File: config.mk
export PLATFORM = sky130hd
export DESIGN_NAME = writeback_unit
export DESIGN_NICKNAME = d
export VERILOG_FILES = /design/src/rtl/writeback_pkg.sv /design/src/rtl/load_formatter.sv /design/src/rtl/writeback_unit.sv
export SDC_FILE = /design/constraint.sdc
export NUM_CORES = 1
export LEC_CHECK = 0
export CORE_MARGIN = 2
export CORE_UTILIZATION = 51
export DETAILED_ROUTE_END_ITERATION = 10
export PLACE_DENSITY = 0.92
export SLEW_MARGIN = 20
export SYNTH_ARGS = -nofsm -noshare
export SYNTH_HDL_FRONTEND = slang
export SYNTH_HIERARCHICAL = 1
export SYNTH_SLANG_ARGS = --single-unit
File: constraint.sdc
create_clock -name clk -period 7.3 [get_ports clk]
set_clock_uncertainty 0.1 [all_clocks]
set_input_delay 0.73 -clock clk [delete_from_list [all_inputs] [get_ports clk]]
set_output_delay 0.73 -clock clk [all_outputs]
set_load 0.01 [all_outputs]
File: src/rtl/writeback_pkg.sv
// Shared types and encodings for the write-back stage: load size codes,
// the hard-wired zero register and the layout of one buffered result.
package writeback_pkg;

   localparam logic [1:0] SZ_BYTE = 2'd0;
   localparam logic [1:0] SZ_HALF = 2'd1;
   localparam logic [1:0] SZ_WORD = 2'd2;

   localparam logic [4:0] REG_ZERO = 5'd0;

   localparam int XLEN = 32;

   typedef struct packed {
      logic [4:0]      rd;
      logic            wen_eff;
      logic [XLEN-1:0] data;
   } fifo_entry_t;

endpackage

File: src/rtl/load_formatter.sv
// Extracts and extends the addressed byte or halfword from a raw memory word.
// Size code 3 is handled the same as a full word.
module load_formatter
   import writeback_pkg::*;
(
   input  logic [31:0] in_mem,
   input  logic [1:0]  in_size,
   input  logic        in_unsigned,
   input  logic [1:0]  in_byteoff,
   output logic [31:0] data
);

   logic [7:0]  byte_sel;
   logic [15:0] half_sel;

   // NOTE: every output of a combinational block gets a default first so no latch is inferred.
   always_comb begin
      byte_sel = in_mem[7:0];
      case (in_byteoff)
         2'd1:    byte_sel = in_mem[15:8];
         2'd2:    byte_sel = in_mem[23:16];
         2'd3:    byte_sel = in_mem[31:24];
         default: byte_sel = in_mem[7:0];
      endcase

      half_sel = in_byteoff[1] ? in_mem[31:16] : in_mem[15:0];

      data = in_mem;
      case (in_size)
         SZ_BYTE: data = {{24{~in_unsigned & byte_sel[7]}}, byte_sel};
         SZ_HALF: data = {{16{~in_unsigned & half_sel[15]}}, half_sel};
         default: data = in_mem;
      endcase
   end

endmodule

File: src/rtl/writeback_unit.sv
// Write-back stage: buffers completed results in an in-order FIFO, drains the
// head into the register bank write port and forwards pending results to decode.
module writeback_unit
   import writeback_pkg::*;
#(
   parameter int DEPTH  = 2,
   parameter int DATA_W = 32
)
(
   input  logic              clk,
   input  logic              reset,
   input  logic              in_valid,
   output logic              in_ready,
   input  logic [4:0]        in_rd,
   input  logic              in_wen,
   input  logic              in_memtoreg,
   input  logic [DATA_W-1:0] in_alu,
   input  logic [DATA_W-1:0] in_mem,
   input  logic [1:0]        in_size,
   input  logic              in_unsigned,
   input  logic [1:0]        in_byteoff,
   input  logic              wr_grant,
   output logic              wr_en,
   output logic [4:0]        wr_addr,
   output logic [DATA_W-1:0] wr_data,
   input  logic [4:0]        rd_addr1,
   input  logic [4:0]        rd_addr2,
   output logic              fwd_valid1,
   output logic              fwd_valid2,
   output logic [DATA_W-1:0] fwd_data1,
   output logic [DATA_W-1:0] fwd_data2,
   output logic [31:0]       retire_count
);

   localparam int AW = (DEPTH > 1) ? $clog2(DEPTH) : 1;
   localparam int CW = AW + 1;

   fifo_entry_t   fifo_q [DEPTH];
   fifo_entry_t   fifo_d [DEPTH];
   logic [AW-1:0] wr_ptr_q, wr_ptr_d;
   logic [AW-1:0] rd_ptr_q, rd_ptr_d;
   logic [CW-1:0] count_q, count_d;
   logic [31:0]   retire_count_q, retire_count_d;

   logic [31:0]   load_data;
   fifo_entry_t   entry_in;
   fifo_entry_t   head;
   logic          nonempty;
   logic          push;
   logic          pop;
   logic [AW-1:0] fwd_idx;

   load_formatter u_load_formatter (
      .in_mem      (in_mem),
      .in_size     (in_size),
      .in_unsigned (in_unsigned),
      .in_byteoff  (in_byteoff),
      .data        (load_data)
   );

   assign nonempty = (count_q != '0);
   assign in_ready = ~reset & (count_q < CW'(DEPTH));
   assign push     = in_valid & in_ready;
   assign pop      = nonempty & wr_grant;

   assign head         = fifo_q[rd_ptr_q];
   assign wr_en        = nonempty & head.wen_eff & wr_grant;
   assign wr_addr      = nonempty ? head.rd : REG_ZERO;
   assign wr_data      = nonempty ? head.data : '0;
   assign retire_count = retire_count_q;

   always_comb begin
      entry_in.rd      = in_rd;
      entry_in.wen_eff = in_wen & (in_rd != REG_ZERO);
      entry_in.data    = in_memtoreg ? load_data : in_alu;
   end

   always_comb begin
      fifo_d         = fifo_q;
      wr_ptr_d       = wr_ptr_q;
      rd_ptr_d       = rd_ptr_q;
      retire_count_d = retire_count_q;
      if (push) begin
         fifo_d[wr_ptr_q] = entry_in;
         wr_ptr_d         = wr_ptr_q + AW'(1);
      end
      if (pop) begin
         rd_ptr_d       = rd_ptr_q + AW'(1);
         retire_count_d = retire_count_q + 32'd1;
      end
      count_d = count_q + CW'(push) - CW'(pop);
   end

   // Walk entries oldest to youngest so the last match (the youngest) wins.
   always_comb begin
      fwd_valid1 = 1'b0;
      fwd_data1  = '0;
      fwd_valid2 = 1'b0;
      fwd_data2  = '0;
      fwd_idx    = rd_ptr_q;
      for (int i = 0; i < DEPTH; i++) begin
         fwd_idx = rd_ptr_q + AW'(i);
         if ((CW'(i) < count_q) && fifo_q[fwd_idx].wen_eff) begin
            if ((rd_addr1 != REG_ZERO) && (fifo_q[fwd_idx].rd == rd_addr1)) begin
               fwd_valid1 = 1'b1;
               fwd_data1  = fifo_q[fwd_idx].data;
            end
            if ((rd_addr2 != REG_ZERO) && (fifo_q[fwd_idx].rd == rd_addr2)) begin
               fwd_valid2 = 1'b1;
               fwd_data2  = fifo_q[fwd_idx].data;
            end
         end
      end
   end

   // NOTE: sequential state is assigned with non-blocking <= so every flop samples pre-edge values.
   always_ff @(posedge clk) begin
      if (reset) begin
         wr_ptr_q       <= '0;
         rd_ptr_q       <= '0;
         count_q        <= '0;
         retire_count_q <= '0;
      end else begin
         wr_ptr_q       <= wr_ptr_d;
         rd_ptr_q       <= rd_ptr_d;
         count_q        <= count_d;
         retire_count_q <= retire_count_d;
      end
   end

   // NOTE: the storage array is not reset; count_q alone decides which entries are live.
   always_ff @(posedge clk) begin
      fifo_q <= fifo_d;
   end

endmodule

==> implementation parameters <==
Parameter                              Value

Run status
  Run status    completed

Clock tree
  Number of post-CTS setup repair buffers    0
  Clock Latency Late Sink    0.35 ns
  Max clock buf depth    2
  Count of H-tree levels built during CTS    3
  Number of cells upsized or downsized after cts    0
  Cts-stage hold buffer count    0
  Number of clock sinks seen by CTS    112
  CTS tree    yes
  Number of buffers inserted during clock tree synthesis    9
  Clock tree root driver cell    clkbuf_16
  Clock transition at the registers of the reported paths    0.08 ns

Setup path
  Flop-to-flop setup slack    4.80 ns
  Slowest CP cell    dfxtp_2
  Startpoint type of the worst setup path    flip-flop
  Critical Path, Cell by Cell    mux2i_1 > xor2_1 > nand4_1 > or4_4 > mux2i_4 > buf_16 > a22o_1 > clkdlybuf4s50_1
  Max FO, Critical Path    26
  Classification of the worst setup path    reg -> out
  Crit path largest cell delay    0.77 ns
  Required time worst endpoint    6.47 ns
  Arrival @ worst endpoint    4.01 ns
  Kind of end point of the critical path    output port

Die
  Die area    14500 um2
  I/O pin total    227
  Width of the chip    121 um
  Effective utilization at floorplan    0.523
  Standard cell core area    13200 um2
  Number of core rows    42
  Height of the die    121 um

Drt
  Ratio of routed vias to standard cells    6.02
  Overall routed net length    20600 um
  Number of DRC markers in iteration 0    564
  # DRC    0
  Detail Route Antenna Nets    0
  Detailed Routing Iterations Pass 1    5
  Via Count    6147
  Average wire per cell in the routed design    20.2 um

Timing
  Post-route setup TNS    0 ns
  Slew of the pin with the lowest slew margin    1.03 ns
  Ratio of final minimum period to clock period    0.663
  Maximum achievable frequency    206 MHz
  Shortest period the worst path allows    4.84 ns
  Final hold slack    0.405 ns
  Number of hold-slack violations in the final timing report    0
  Max-slew headroom    0.315
  Setup repair after global routing missed its margin    false
  Pins over their slew limit    0
  Finish-stage setup viols    0

Synthesis
  Cell area after synthesis    6930 um2
  Cell variety after synth    47
  Syn. warnings    6
  Share of async-settable or async-resettable flops after synthesis    0
  Flops & latches, synth    112
  Number of enable flip-flop cells after synthesis    76
  Average cell area after synthesis    10.7 um2
  Ys flop type    edfxtp_1
  Post-synthesis sequential area ratio    0.433
  Cells after synthesis    645
  Synthesized net count    738

GRT
  Maximum number of pins on one net before global-route repair    39
  Total GRT Usage    0.276
  Number of global-route vias before repair    5663
  Total congestion overflow    0
  Antenna violations before repair    0
  Global-route wire length before repair    31300 um

Final layout
  Commonest non-fill, non-tap cells in the layout    226 x clkdlybuf4s50_1, 79 x nor2_1, 76 x edfxtp_1
  ANT cells    0
  Final #Nets    933
  Proportion of layout cells with a drive suffix above 1    0.109
  Post-layout instance area    9520 um2
  Commonest non-fill, non-tap cell in the layout    clkdlybuf4s50_1
  Layout overhead on the synthesized area    37.3%

Power and ir drop
  PnR Total Power    2.04 mW
  Pwr/cell area    215 nW/um2
  Worst vdd ir    0.114 mV
  Static Leakage    3.25 nW

Placement
  Detailed placement HPWL    15100 um
  Quantity of I/O buffers inserted on ports    226
  Placement-stage cell area    9160 um2
  Final weighted congestion in routability-driven placement    0.935

Worst hold path
  Worst hold-check path type    reg -> reg

Job
  Max Cap Viol    0
-- stage by stage --
stage          cells  setup WS, ns   util
6_report        1021          2.46  0.719
5_1_grt         1021          2.24  0.719
4_1_cts         1018          2.25  0.713
3_5_place_dp    1002          2.54  0.692
3_3_place_gp    1002          2.56  0.692
2_1_floorplan    645          3.85      -
-- kinds of logic (layout without fill, tap and decap cells) --
| group | Yosys count | in the layout | share of synthesized area |
|---|---|---|---|
| AO/OA/AOI/OAI | 130 | 130 | 0.152 |
| XOR/XNOR | 48 | 48 | 0.0606 |
| flip-flops | 112 | 112 | 0.433 |
| AND/OR/NAND/NOR | 202 | 202 | 0.143 |
| multiplexers | 91 | 91 | 0.154 |
| adder cells (fa/ha/maj) | 3 | 3 | 0.00542 |
| buffers and inverters | 59 | 259 | 0.0513 |
-- power by group --
part	internal, mW	switching [mW]	total, mW
registers	0.733	0.0543	0.787
logic	0.394	0.394	0.787
clock network	0.244	0.224	0.468
-- cell usage after synthesis (9+ instances only) --
master    number  area (um2)
dfxtp_1       36         721
edfxtp_1      76        2280
nand3_1       11        55.1
mux2i_1       44         440
nand4_1        9        56.3
nor2_1        81         304
xor2_1        25         219
nor2b_1       19         119
a22o_1        64         561
buf_6         13         146
nand2_1       39         146
mux2_2        36         405
o211ai_2      10         125
a21oi_1       16        80.1
xnor2_1       23         201
clkbuf_1      18        67.6
-- sequential cells by signal (all words and copies together) (netlist names) --
| name | cells |
|---|---|
| retire_count | 32 |
| wr_ptr_q | 1 |
| count_q | 2 |
| fifo_q | 76 |
| rd_ptr_q | 1 |
-- routing by layer --
layer | share of wire | wire, um | global-route usage | up-vias
met4 | 0.032 | 667 | 0.0967 | 0
met5 | 0 | 0 | 0 | -
li1 | - | - | - | 2802
met3 | 0.077 | 1590 | 0.0415 | 52
met2 | 0.50 | 10200 | 0.460 | 328
met1 | 0.40 | 8140 | 0.367 | 2965
-- final cells by class --
class	count	area, um2
well taps	176	220
clock buffers	11	243
flip-flops and latches	112	3000
clock inverters	5	37.5
multi-input cells	474	3590
inverters	7	26.3
repair buffers	236	2390
fillers	962	3720
-- critical path: cells and delay by family (launching register included) --
kind	cells	cell delay (ns)
muxes	2	1.00
buffers and inverters	2	0.81
DFF	1	0.77
and+or+nand+nor	2	0.72
xor gates and xnor gates	1	0.18
AOI/OAI and AO/OA	1	0.17
-- final timing paths --
kind / from / to / depth (start not counted)
max reg2reg: count_q[1] / retire_count[30] / 6
min: retire_count[18] / retire_count[18] / 2
max: rd_ptr_q / fwd_data1[5] / 8
min reg2reg: retire_count[18] / retire_count[18] / 2
(Power assumes the default switching activity.)
